[config.mk]
export PLATFORM = sky130hd
export DESIGN_NAME = uart_ctrl_flat
export DESIGN_NICKNAME = d
export VERILOG_FILES = /design/src/rtl/uart_ctrl_if.sv /design/src/rtl/uart_ctrl.sv /design/src/flat_wrapper.sv
export SDC_FILE = /design/constraint.sdc
export NUM_CORES = 1
export LEC_CHECK = 0
export BUFFER_PORTS_ARGS = -buffer_cell sky130_fd_sc_hd__buf_2
export CAP_MARGIN = 10
export CORE_ASPECT_RATIO = 0.6
export CORE_UTILIZATION = 50
export DETAILED_ROUTE_END_ITERATION = 6
export GPL_ROUTABILITY_DRIVEN = 0
export PLACE_DENSITY = 0.66
export SLEW_MARGIN = 0
export SYNTH_ARGS = -nofsm -noshare
export SYNTH_HDL_FRONTEND = slang
export SYNTH_SLANG_ARGS = --single-unit
[constraint.sdc]
create_clock -name clk -period 6.3 [get_ports clk]
set_input_delay 1.26 -clock clk [delete_from_list [all_inputs] [get_ports clk]]
set_output_delay 1.26 -clock clk [all_outputs]
set_load 0.1 [all_outputs]
[src/rtl/uart_ctrl_if.sv]
// uart_ctrl streaming bundle: TX push side and RX pop side.
// master = fabric logic, slave = uart_ctrl.
interface uart_ctrl_if #(
    parameter int DATA_BITS = 8
);
    logic [DATA_BITS-1:0] tx_data;
    logic                 tx_valid;
    logic                 tx_ready;
    logic [DATA_BITS-1:0] rx_data;
    logic                 rx_valid;
    logic                 rx_ready;

    modport master (
        output tx_data, tx_valid, rx_ready,
        input  tx_ready, rx_data, rx_valid
    );

    modport slave (
        input  tx_data, tx_valid, rx_ready,
        output tx_ready, rx_data, rx_valid
    );
endinterface

[src/rtl/uart_ctrl.sv]
// Full-duplex UART with FWFT TX/RX FIFOs, parity, 1/2 stop bits.
// Optional internal loopback when UART_LOOPBACK_EN is defined.
module uart_ctrl_fifo #(
    parameter int WIDTH = 8,
    parameter int DEPTH = 16
) (
    input  logic                     clk,
    input  logic                     nrst,
    input  logic                     push,
    input  logic                     pop,
    input  logic [WIDTH-1:0]         din,
    output logic [WIDTH-1:0]         dout,
    output logic                     full,
    output logic                     empty,
    output logic [$clog2(DEPTH):0]   level
);
    localparam int AW = $clog2(DEPTH);

    logic [WIDTH-1:0] mem [DEPTH];
    logic [AW:0]      wptr;
    logic [AW:0]      rptr;
    logic             do_push;
    logic             do_pop;

    assign empty   = (wptr == rptr);
    assign full    = (wptr[AW] != rptr[AW]) &&
                     (wptr[AW-1:0] == rptr[AW-1:0]);
    assign do_pop  = pop && !empty;
    assign do_push = push && (!full || pop);
    assign level   = wptr - rptr;
    assign dout    = empty ? '0 : mem[rptr[AW-1:0]];

    // Pointer advance; extra MSB distinguishes full from empty.
    always_ff @(posedge clk or negedge nrst) begin
        if (!nrst) begin
            wptr <= '0;
            rptr <= '0;
        end else begin
            if (do_push) wptr <= wptr + 1'b1;
            if (do_pop)  rptr <= rptr + 1'b1;
        end
    end

    // Storage write; contents are don't-care after reset.
    always_ff @(posedge clk) begin
        if (do_push) mem[wptr[AW-1:0]] <= din;
    end
endmodule

module uart_ctrl #(
    parameter int DATA_BITS  = 8,
    parameter int PARITY     = 0,
    parameter int STOP_BITS  = 1,
    parameter int FIFO_DEPTH = 16
) (
    input  logic                         clk,
    input  logic                         nrst,
    input  logic [15:0]                  baud_div,
    uart_ctrl_if.slave                   bus,
    output logic                         port_tx,
    input  logic                         port_rx,
    output logic                         tx_busy,
    output logic [$clog2(FIFO_DEPTH):0]  tx_level,
    output logic [$clog2(FIFO_DEPTH):0]  rx_level,
    output logic                         err_frame,
    output logic                         err_parity,
    output logic                         err_overrun,
    input  logic                         err_clr,
    input  logic                         loopback
);
    localparam logic [3:0] LAST_DATA = 4'(DATA_BITS - 1);
    localparam logic [3:0] LAST_STOP = 4'(STOP_BITS - 1);
    localparam logic       ODD       = (PARITY == 2);

    typedef enum logic [2:0] {
        S_IDLE, S_START, S_DATA, S_PAR, S_STOP
    } state_t;

    state_t               tx_state, tx_state_d;
    logic [DATA_BITS-1:0] tx_dout, tx_sh;
    logic                 tx_full, tx_empty, tx_push, tx_pop;
    logic                 tx_par, tx_line, tx_tick, tx_bend;
    logic [15:0]          tx_div, tx_pcnt;
    logic [3:0]           tx_tcnt, tx_bidx;

    state_t               rx_state, rx_state_d;
    logic [DATA_BITS-1:0] rx_sh;
    logic                 rx_full, rx_empty, rx_push, rx_pop;
    logic                 rx_in, rx_s, rx_prev, rx_fall;
    logic [1:0]           rx_sync;
    logic                 rx_s7, rx_s8, rx_maj, rx_parb, rx_par_ok;
    logic                 rx_load, rx_tick, rx_bend, rx_mid;
    logic                 set_frame, set_parity, set_overrun;
    logic [15:0]          rx_div, rx_pcnt;
    logic [3:0]           rx_tcnt, rx_bidx;

`ifdef UART_LOOPBACK_EN
    assign port_tx = loopback ? 1'b1 : tx_line;
    assign rx_in   = loopback ? tx_line : port_rx;
`else
    logic unused_loopback;
    assign unused_loopback = loopback;
    assign port_tx = tx_line;
    assign rx_in   = port_rx;
`endif

    assign tx_push      = bus.tx_valid && !tx_full;
    assign bus.tx_ready = !tx_full;
    assign bus.rx_valid = !rx_empty;
    assign rx_pop       = bus.rx_ready && !rx_empty;
    assign tx_busy      = (tx_state != S_IDLE);

    uart_ctrl_fifo #(.WIDTH(DATA_BITS), .DEPTH(FIFO_DEPTH)) u_tx_fifo (
        .clk(clk), .nrst(nrst), .push(tx_push), .pop(tx_pop),
        .din(bus.tx_data), .dout(tx_dout), .full(tx_full),
        .empty(tx_empty), .level(tx_level)
    );

    uart_ctrl_fifo #(.WIDTH(DATA_BITS), .DEPTH(FIFO_DEPTH)) u_rx_fifo (
        .clk(clk), .nrst(nrst), .push(rx_push), .pop(rx_pop),
        .din(rx_sh), .dout(bus.rx_data), .full(rx_full),
        .empty(rx_empty), .level(rx_level)
    );

    // TX state register.
    always_ff @(posedge clk or negedge nrst) begin
        if (!nrst) tx_state <= S_IDLE;
        else       tx_state <= tx_state_d;
    end

    // TX next state, FIFO pop and serial line level.
    always_comb begin
        tx_state_d = tx_state;
        tx_pop     = 1'b0;
        tx_line    = 1'b1;
        tx_tick    = (tx_state != S_IDLE) && (tx_pcnt == tx_div);
        tx_bend    = tx_tick && (tx_tcnt == 4'd15);
        unique case (tx_state)
            S_IDLE: begin
                if (!tx_empty) begin
                    tx_pop     = 1'b1;
                    tx_state_d = S_START;
                end
            end
            S_START: begin
                tx_line = 1'b0;
                if (tx_bend) tx_state_d = S_DATA;
            end
            S_DATA: begin
                tx_line = tx_sh[0];
                if (tx_bend && tx_bidx == LAST_DATA)
                    tx_state_d = (PARITY != 0) ? S_PAR : S_STOP;
            end
            S_PAR: begin
                tx_line = tx_par;
                if (tx_bend) tx_state_d = S_STOP;
            end
            S_STOP: begin
                if (tx_bend && tx_bidx == LAST_STOP) begin
                    tx_pop     = !tx_empty;
                    tx_state_d = tx_empty ? S_IDLE : S_START;
                end
            end
            default: tx_state_d = S_IDLE;
        endcase
    end

    // TX datapath: shifter load at pop, prescaler, tick and bit counters.
    always_ff @(posedge clk or negedge nrst) begin
        if (!nrst) begin
            tx_sh   <= '0;
            tx_par  <= 1'b0;
            tx_div  <= '0;
            tx_pcnt <= '0;
            tx_tcnt <= '0;
            tx_bidx <= '0;
        end else if (tx_pop) begin
            tx_sh   <= tx_dout;
            tx_par  <= (^tx_dout) ^ ODD;
            tx_div  <= baud_div;
            tx_pcnt <= '0;
            tx_tcnt <= '0;
            tx_bidx <= '0;
        end else if (tx_state != S_IDLE) begin
            tx_pcnt <= tx_tick ? 16'd0 : tx_pcnt + 16'd1;
            if (tx_tick) tx_tcnt <= tx_tcnt + 4'd1;
            if (tx_bend) begin
                tx_bidx <= (tx_state_d != tx_state) ? 4'd0 : tx_bidx + 4'd1;
                if (tx_state == S_DATA) tx_sh <= tx_sh >> 1;
            end
        end
    end

    // Two-flop synchroniser plus previous value for edge detection.
    always_ff @(posedge clk or negedge nrst) begin
        if (!nrst) begin
            rx_sync <= 2'b11;
            rx_prev <= 1'b1;
        end else begin
            rx_sync <= {rx_sync[0], rx_in};
            rx_prev <= rx_s;
        end
    end

    assign rx_s      = rx_sync[1];
    assign rx_fall   = rx_prev && !rx_s;
    assign rx_maj    = (rx_s7 & rx_s8) | (rx_s7 & rx_s) | (rx_s8 & rx_s);
    assign rx_par_ok = (PARITY == 0) || (rx_parb == ((^rx_sh) ^ ODD));

    // RX state register.
    always_ff @(posedge clk or negedge nrst) begin
        if (!nrst) rx_state <= S_IDLE;
        else       rx_state <= rx_state_d;
    end

    // RX next state and word disposition at the stop-bit sample.
    always_comb begin
        rx_state_d  = rx_state;
        rx_load     = 1'b0;
        rx_push     = 1'b0;
        set_frame   = 1'b0;
        set_parity  = 1'b0;
        set_overrun = 1'b0;
        rx_tick     = (rx_state != S_IDLE) && (rx_pcnt == rx_div);
        rx_bend     = rx_tick && (rx_tcnt == 4'd15);
        rx_mid      = rx_tick && (rx_tcnt == 4'd9);
        unique case (rx_state)
            S_IDLE: begin
                if (rx_fall) begin
                    rx_load    = 1'b1;
                    rx_state_d = S_START;
                end
            end
            S_START: begin
                if (rx_mid && rx_maj) rx_state_d = S_IDLE;
                else if (rx_bend)     rx_state_d = S_DATA;
            end
            S_DATA: begin
                if (rx_bend && rx_bidx == LAST_DATA)
                    rx_state_d = (PARITY != 0) ? S_PAR : S_STOP;
            end
            S_PAR: begin
                if (rx_bend) rx_state_d = S_STOP;
            end
            S_STOP: begin
                if (rx_mid) begin
                    rx_state_d = S_IDLE;
                    if (!rx_maj)                  set_frame   = 1'b1;
                    else if (!rx_par_ok)          set_parity  = 1'b1;
                    else if (rx_full && !rx_pop)  set_overrun = 1'b1;
                    else                          rx_push     = 1'b1;
                end
            end
            default: rx_state_d = S_IDLE;
        endcase
    end

    // RX datapath: prescaler, mid-bit samples, shifter and parity bit.
    always_ff @(posedge clk or negedge nrst) begin
        if (!nrst) begin
            rx_sh   <= '0;
            rx_parb <= 1'b0;
            rx_s7   <= 1'b1;
            rx_s8   <= 1'b1;
            rx_div  <= '0;
            rx_pcnt <= '0;
            rx_tcnt <= '0;
            rx_bidx <= '0;
        end else if (rx_load) begin
            rx_div  <= baud_div;
            rx_pcnt <= '0;
            rx_tcnt <= '0;
            rx_bidx <= '0;
        end else if (rx_state != S_IDLE) begin
            rx_pcnt <= rx_tick ? 16'd0 : rx_pcnt + 16'd1;
            if (rx_tick) rx_tcnt <= rx_tcnt + 4'd1;
            if (rx_tick && rx_tcnt == 4'd7) rx_s7 <= rx_s;
            if (rx_tick && rx_tcnt == 4'd8) rx_s8 <= rx_s;
            if (rx_mid && rx_state == S_DATA)
                rx_sh <= {rx_maj, rx_sh[DATA_BITS-1:1]};
            if (rx_mid && rx_state == S_PAR) rx_parb <= rx_maj;
            if (rx_bend)
                rx_bidx <= (rx_state_d != rx_state) ? 4'd0 : rx_bidx + 4'd1;
        end
    end

    // Sticky errors; a set in the same cycle as err_clr wins.
    always_ff @(posedge clk or negedge nrst) begin
        if (!nrst) begin
            err_frame   <= 1'b0;
            err_parity  <= 1'b0;
            err_overrun <= 1'b0;
        end else begin
            err_frame   <= set_frame   | (err_frame   & ~err_clr);
            err_parity  <= set_parity  | (err_parity  & ~err_clr);
            err_overrun <= set_overrun | (err_overrun & ~err_clr);
        end
    end
endmodule

[src/flat_wrapper.sv]
// flat-port wrapper written by rule: the top's interface ports become plain ports
module uart_ctrl_flat 
#(
    parameter int DATA_BITS  = 8,
    parameter int PARITY     = 0,
    parameter int STOP_BITS  = 1,
    parameter int FIFO_DEPTH = 16
)
  (clk, nrst, baud_div, port_tx, port_rx, tx_busy, tx_level, rx_level, err_frame, err_parity, err_overrun, err_clr, loopback, bus_tx_data, bus_tx_valid, bus_rx_ready, bus_tx_ready, bus_rx_data, bus_rx_valid);
  uart_ctrl_if #(.DATA_BITS(DATA_BITS)) bus_i ();
  input  logic clk;
  input  logic nrst;
  input  logic [15:0] baud_div;
  output logic port_tx;
  input  logic port_rx;
  output logic tx_busy;
  output logic [$clog2(FIFO_DEPTH):0] tx_level;
  output logic [$clog2(FIFO_DEPTH):0] rx_level;
  output logic err_frame;
  output logic err_parity;
  output logic err_overrun;
  input  logic err_clr;
  input  logic loopback;
  input wire logic [$bits(bus_i.tx_data)-1:0] bus_tx_data;
  input wire logic [$bits(bus_i.tx_valid)-1:0] bus_tx_valid;
  input wire logic [$bits(bus_i.rx_ready)-1:0] bus_rx_ready;
  output wire logic [$bits(bus_i.tx_ready)-1:0] bus_tx_ready;
  output wire logic [$bits(bus_i.rx_data)-1:0] bus_rx_data;
  output wire logic [$bits(bus_i.rx_valid)-1:0] bus_rx_valid;
  assign bus_i.tx_data = bus_tx_data;
  assign bus_i.tx_valid = bus_tx_valid;
  assign bus_i.rx_ready = bus_rx_ready;
  assign bus_tx_ready = bus_i.tx_ready;
  assign bus_rx_data = bus_i.rx_data;
  assign bus_rx_valid = bus_i.rx_valid;
  uart_ctrl #(.DATA_BITS(DATA_BITS), .PARITY(PARITY), .STOP_BITS(STOP_BITS), .FIFO_DEPTH(FIFO_DEPTH)) u_core (.clk(clk), .nrst(nrst), .baud_div(baud_div), .bus(bus_i), .port_tx(port_tx), .port_rx(port_rx), .tx_busy(tx_busy), .tx_level(tx_level), .rx_level(rx_level), .err_frame(err_frame), .err_parity(err_parity), .err_overrun(err_overrun), .err_clr(err_clr), .loopback(loopback));
endmodule
==> results.sh, run 1 <==
export IMPL_synth_fp_nets=1158
export IMPL_antenna_found_initial=0
export IMPL_yosysMostFrequentCell="edfxtp_1"
export IMPL_pre_cts_ws_ns=2.135
export IMPL_maxCapViolCount=0
export IMPL_cts_buffers=37
export IMPL_worstPathMaxFanout=27
export IMPL_clk_latency_ns=0.54
export IMPL_globalRouteMet3Util_pct=6.128
export IMPL_grt_pass1_wl_um=53270
export IMPL_critPathMostFrequentCell="mux4_2"
export IMPL_syn_cell_area_um2=16650
export IMPL_crit_end="bus_rx_data[3]"
export IMPL_avgSynthCellArea_um2=15.17
export IMPL_diodes=0
export IMPL_r2r_start="u_core.u_rx_fifo.rptr[1]"
export IMPL_outcome="complete, no violations"
export IMPL_slew_headroom_pct=25.91
export IMPL_setup_viol=0
export IMPL_area_growth_pct=12.04
export IMPL_die_area_um2=34070
export IMPL_path_clk_slew_ns=0.07
export IMPL_globalRouteTotalUtil_pct=21.09
export IMPL_crit_family="multiplexers"
export IMPL_layout_setup_ws_ns=1.621
export IMPL_yosys_top_cells_area="edfxtp_1 (46%), dfrtp_1 (19%), mux4_2 (7.4%)"
export IMPL_initial_core_util_pct=51.08
export IMPL_ys_ff_latch=387
export IMPL_synth_compound_area_share_pct=3.448
export IMPL_end_kind="primary output"
export IMPL_dpl_hpwl_um=23610
export IMPL_worstMarginPinSlew_ns=1.111
export IMPL_cts_setup_buffers=0
export IMPL_drive_above_1_share_pct=18.59
export IMPL_ys_async_sr_fraction_pct=33.85
export IMPL_crit_buf_inv=2
export IMPL_yosysTopAreaCell="edfxtp_1"
export IMPL_crit_start="u_core.u_rx_fifo.rptr[0]"
export IMPL_timing_rr_end="u_core.u_rx_fifo.mem[4][7]"
export IMPL_synth_top_family_by_area="multiplexers"
export IMPL_p_per_area_nw_per_um2=361.0
export IMPL_yosysWarningCount=0
export IMPL_core_area_um2=32610
export IMPL_wire_per_inst_um=21.28
export IMPL_io_pins=56
export IMPL_r2r_cells=8
export IMPL_netlist_area_leader_share_pct=46.16
export IMPL_synth_simple_area_share_pct=9.053
export IMPL_grt_max_degree=85
export IMPL_synthAdderAreaFrac_pct=2.329
export IMPL_yosysSeqAreaShare_pct=65.88
export IMPL_vias=9253
export IMPL_leakage_nw=7.442
export IMPL_critical_path_depth=5
export IMPL_fin_tns_setup_ns=0
export IMPL_cts_tree="built"
export IMPL_max_stage_delay_ns=0.97
export IMPL_finalHoldViolations=0
export IMPL_crit_chain="buf_4 -> mux4_2 -> mux4_2 -> nor2b_1 -> buf_2"
export IMPL_netlist_top_cells_count="edfxtp_1 (256), dfrtp_1 (126), nand2_1 (95)"
export IMPL_worst_setup_path_type="flop to primary output"
export IMPL_ctsRootBufferMaster="clkbuf_16"
export IMPL_grt_pass1_vias=8767
export IMPL_syn_inst=1098
export IMPL_hold_path_class="flop to flop"
export IMPL_holdBufCountCts=0
export IMPL_io_buffers=54
export IMPL_drtIter0Drc=821
export IMPL_synthMuxAreaShare_pct=12.42
export IMPL_synth_main_ff_cell="edfxtp_1"
export IMPL_totalWireLength_um=34870
export IMPL_die_h_um=143.4
export IMPL_reg2reg_slack_ns=2.25
export IMPL_cp_required_ns=5.04
export IMPL_slowest_stage="dfrtp_2"
export IMPL_met2_usage_pct=26.81
export IMPL_cts_resized=0
export IMPL_nNetsFinal=1220
export IMPL_post_route_drc_count=0
export IMPL_fin_worst_skew_ns=0.02936
export IMPL_busiest_layer="met1"
export IMPL_htreeDepth=2
export IMPL_synth_cell_types=61
export IMPL_via_per_inst=5.646
export IMPL_ant_nets=0
export IMPL_post_route_period_util_pct=74.26
export IMPL_rows=51
export IMPL_fmax_mhz=213.7
export IMPL_die_w_um=237.6
export IMPL_synth_edff_count=256
export IMPL_synth_xor_area_share_pct=4.868
export IMPL_start_kind="flop"
export IMPL_layout_min_cycle_time_ns=4.679
export IMPL_slew_viol_final=0
export IMPL_cts_sinks=387
export IMPL_cts_buffer_depth=3
export IMPL_first_pass_iters=7
export IMPL_rsz0062_at_grt="false"
export IMPL_grt_overflow=0
export IMPL_ir_drop_mv=0.3014
export IMPL_met1_usage_pct=34.96
export IMPL_nFillCells=2543
export IMPL_worstPathArrival_ns=3.42
==> cell families after synthesis <==
| kind of cell | after synthesis |
|---|---|
| AND/OR/NAND/NOR | 307 |
| multiplexers | 120 |
| XOR/XNOR | 91 |
| adder cells (fa/ha/maj) | 30 |
| AO/OA/AOI/OAI | 85 |
| buffers and inverters | 78 |
| flip-flops | 387 |
==> state kept, by name (all words and copies together), names as in the netlist, 5 cells and up <==
| register | flops |
|---|---|
| u_core.rx_pcnt | 16 |
| u_core.u_tx_fifo.mem | 128 |
| u_core.rx_div | 16 |
| u_core.rx_sh | 8 |
| u_core.u_rx_fifo.mem | 128 |
| u_core.tx_sh | 8 |
| u_core.u_rx_fifo.wptr | 5 |
| u_core.tx_pcnt | 16 |
| u_core.tx_div | 16 |
| u_core.u_rx_fifo.rptr | 5 |
| u_core.u_tx_fifo.rptr | 5 |
| u_core.u_tx_fifo.wptr | 5 |
==> layer usage <==
metal | wire [µm] | up-vias
met5 | 0 | -
met4 | 462 | 0
met3 | 3030 | 39
met2 | 13770 | 278
met1 | 17610 | 4697
li1 | - | 4239
==> layout by cell type (no fill, tap or decap), drive strengths merged, types with 19 or more instances in the layout <==
cell type | Yosys | routed
mux2i | 30 | 30
dfrtp | 126 | 126
xnor2 | 46 | 46
nor2 | 68 | 68
edfxtp | 256 | 256
o21ai | 23 | 23
buf | 15 | 64
mux4 | 64 | 64
mux2 | 26 | 26
xor2 | 44 | 44
ha | 27 | 27
inv | 37 | 42
and2 | 19 | 19
clkbuf | 26 | 51
nand3 | 25 | 25
nand2 | 95 | 95
==> how the worst min path moves through the flow <==
| stage | from | endpoint | depth (start not counted) |
|---|---|---|---|
| final | u_core.rx_sync[0] | u_core.rx_sync[1] | 0 |
| after global routing | u_core.rx_sync[0] | u_core.rx_sync[1] | 0 |
| after CTS | u_core.rx_sync[0] | u_core.rx_sync[1] | 0 |
| after detailed placement | u_core.rx_sync[0] | u_core.rx_sync[1] | 0 |
| after global placement | u_core.rx_sync[0] | u_core.rx_sync[1] | 0 |
| after floorplan | u_core.rx_sync[0] | u_core.rx_sync[1] | 0 |
==> where the power goes <==
group	switching, mW	internal (mW)
registers	0.246	2.90
clock network	0.978	1.32
logic	0.897	0.401
==> through the flow <==
step	util, %	area [µm²]	cells	power (mW)	hold slack, ns
2_1_floorplan	-	16650	1098	4.184	0.3452
4_1_cts	57.23	18660	1639	6.795	0.3569
5_1_grt	57.23	18660	1639	7.008	0.3683
3_5_place_dp	53.39	17410	1571	4.495	0.3478
3_3_place_gp	53.39	17410	1571	4.476	0.3493
6_report	57.23	18660	1639	6.737	0.3569
==> final cells by class <==
| class | count | area [µm²] | share of cell area, % |
|---|---|---|---|
| flip-flops and latches | 387 | 10970 | 58.81 |
| clock inverters | 17 | 231.5 | 1.240 |
| inverters | 37 | 138.9 | 0.7443 |
| multi-input cells | 633 | 5383 | 28.85 |
| clock buffers | 51 | 1018 | 5.458 |
| repair buffers | 64 | 351.6 | 1.884 |
| well taps | 450 | 563.0 | 3.017 |
Note: power is estimated with default switching activity, not from simulation.
==> inputs of run 2 (changes only) <==
--- a/config.mk
+++ b/config.mk
@@ -5,6 +5,7 @@
 export SDC_FILE = /design/constraint.sdc
 export NUM_CORES = 1
 export LEC_CHECK = 0
+export ABC_AREA = 1
 export BUFFER_PORTS_ARGS = -buffer_cell sky130_fd_sc_hd__buf_2
 export CAP_MARGIN = 10
 export CORE_ASPECT_RATIO = 0.6
==> constraint.sdc (replaced) <==
create_clock -name clk -period 4.8 [get_ports clk]
set_input_delay 0.96 -clock clk [delete_from_list [all_inputs] [get_ports clk]]
set_output_delay 0.96 -clock clk [all_outputs]
set_load 0.1 [all_outputs]
==> results.sh, run 2 <==
export IMPL_finalHoldViolations=0
export IMPL_die_area_um2=35740
export IMPL_worstPathArrival_ns=3.20
export IMPL_clk_latency_ns=0.54
export IMPL_met1_usage_pct=39.34
export IMPL_grt_pass1_wl_um=65320
export IMPL_final_util_pct=57.35
export IMPL_grt_pass1_vias=11710
export IMPL_grt_overflow=0
export IMPL_synth_cell_types=45
export IMPL_drtIter0Drc=1240
export IMPL_die_w_um=243.4
export IMPL_worst_setup_path_type="flop to primary output"
export IMPL_via_per_inst=5.442
export IMPL_slowest_stage="dfrtp_1"
export IMPL_dpl_hpwl_um=27040
export IMPL_cts_tree="built"
export IMPL_slew_viol_final=0
export IMPL_ir_drop_mv=0.7488
export IMPL_p_per_area_nw_per_um2=525.9
export IMPL_rsz0062_at_grt="false"
export IMPL_yosys_top_cells_area="edfxtp_1 (44%), dfrtp_1 (18%), nand2_1 (7.8%)"
export IMPL_end_kind="primary output"
export IMPL_yosysWarningCount=0
export IMPL_synth_fp_nets=1826
export IMPL_ant_nets=0
export IMPL_vias=12530
export IMPL_crit_buf_inv=3
export IMPL_wire_per_inst_um=17.82
export IMPL_maxCapViolCount=0
export IMPL_netlist_top_cells_count="nand2_1 (363), nor2_1 (323), edfxtp_1 (256)"
export IMPL_fmax_mhz=240.3
export IMPL_ys_async_sr_fraction_pct=33.85
export IMPL_cts_resized=0
export IMPL_cts_buffers=38
export IMPL_netlist_area_leader_share_pct=43.98
export IMPL_final_cells=2303
export IMPL_worstMarginPinSlew_ns=1.112
export IMPL_nNetsFinal=1875
export IMPL_layout_min_cycle_time_ns=4.162
export IMPL_first_pass_iters=5
export IMPL_whs_ns=0.3586
export IMPL_synth_main_ff_cell="edfxtp_1"
export IMPL_cts_setup_buffers=0
export IMPL_layout_setup_ws_ns=0.6381
export IMPL_area_growth_pct=11.63
export IMPL_syn_inst=1766
export IMPL_yosysTopAreaCell="edfxtp_1"
export IMPL_ctsRootBufferMaster="clkbuf_16"
export IMPL_max_stage_delay_ns=0.78
export IMPL_postPlaceCellArea_um2=18190
export IMPL_rows=52
export IMPL_final_common_cell="nand2_1"
export IMPL_htreeDepth=2
export IMPL_drive_above_1_share_pct=8.785
export IMPL_yosysMostFrequentCell="nand2_1"
export IMPL_placedCellCount=2234
export IMPL_path_clk_slew_ns=0.06
export IMPL_yosysSeqAreaShare_pct=62.77
export IMPL_slew_headroom_pct=25.62
export IMPL_globalRouteMet3Util_pct=5.608
export IMPL_globalRouteTotalUtil_pct=23.62
export IMPL_nFillCells=2882
export IMPL_outcome="complete, no violations"
export IMPL_final_cell_mix="nand2_1 (363), nor2_1 (322), edfxtp_1 (256)"
export IMPL_busiest_layer="met1"
export IMPL_cts_buffer_depth=3
export IMPL_syn_cell_area_um2=17480
export IMPL_start_kind="flop"
export IMPL_core_area_um2=34030
export IMPL_leakage_nw=8.184
export IMPL_initial_core_util_pct=51.37
export IMPL_crit_family="buffers and inverters"
export IMPL_avgSynthCellArea_um2=9.898
export IMPL_post_route_drc_count=0
export IMPL_grt_max_degree=106
export IMPL_cts_sinks=387
export IMPL_met2_usage_pct=30.63
export IMPL_holdBufCountCts=0
export IMPL_fin_tns_setup_ns=0
export IMPL_hold_path_class="flop to flop"
export IMPL_totalWireLength_um=41050
export IMPL_fin_worst_skew_ns=0.01508
export IMPL_antenna_found_initial=0
export IMPL_synth_edff_count=256
export IMPL_post_route_period_util_pct=86.71
export IMPL_diodes=0
export IMPL_ys_ff_latch=387
export IMPL_die_h_um=146.8
export IMPL_pre_cts_ws_ns=1.233
export IMPL_io_buffers=54
export IMPL_setup_viol=0
export IMPL_power_mw=10.26
export IMPL_stdcell_area_um2=19510
export IMPL_worstPathMaxFanout=17
export IMPL_cp_required_ns=3.84
export IMPL_io_pins=56
export IMPL_crit_chain="inv_1 -> ha_1 -> nand4_1 -> nor2_1 -> buf_4 -> a31oi_1 -> buf_2"
## run 2: worst reg2reg max path, delay by kind of cell (launching register included)
family                     cells  cell delay, ns
adders and majority gates      1            0.46
buffers and inverters          2            0.62
DFF                            1            0.68
and+or+nand+nor                6            1.41
## run 2: kinds of logic (layout without fill, tap and decap cells)
logic type | Yosys count | count (layout) | synth area share [%]
buffers and inverters | 212 | 290 | 4.681
xor gates and xnor gates | 50 | 50 | 2.505
AOI/OAI and AO/OA | 261 | 261 | 8.238
muxes | 7 | 7 | 0.4510
and+or+nand+nor | 820 | 820 | 19.20
adders and majority gates | 29 | 29 | 2.162
DFF | 387 | 387 | 62.77
## run 2: final timing paths
path,start,end,slack [ns],cells after the start
worst min-delay path,u_core.rx_sync[0],u_core.rx_sync[1],0.36,0
worst max register to register,u_core.u_tx_fifo.rptr[2],u_core.u_tx_fifo.mem[15][6],1.24,9
max in group asynchronous,nrst,u_core.u_rx_fifo.rptr[0],3.28,2
min in group asynchronous,nrst,u_core.rx_bidx[1],0.54,1
worst min register to register,u_core.rx_sync[0],u_core.rx_sync[1],0.36,0
worst max-delay path,u_core.u_rx_fifo.rptr[2],bus_rx_data[2],0.64,7
## run 2: cell type report
type | count | area, µm² | area share [%]
Tap cell | 459 | 574.3 | 2.943
Sequential cell | 387 | 10970 | 56.24
Timing Repair Buffer | 66 | 366.6 | 1.879
Clock inverter | 18 | 219.0 | 1.122
Clock buffer | 51 | 1104 | 5.655
Multi-Input combinational cell | 1167 | 5693 | 29.17
Inverter | 155 | 583.1 | 2.988
## run 2: per-layer routing
metal	vias up	share of wire [%]
met4	0	1.1
met1	6062	51
li1	6023	-
met3	42	9.3
met5	-	0
met2	406	39
## run 2: report_power, final
| part | switching (mW) | total (mW) | internal [mW] |
|---|---|---|---|
| sequential | 0.176 | 3.99 | 3.82 |
| clock | 1.28 | 3.16 | 1.89 |
| combinational | 2.42 | 3.11 | 0.686 |
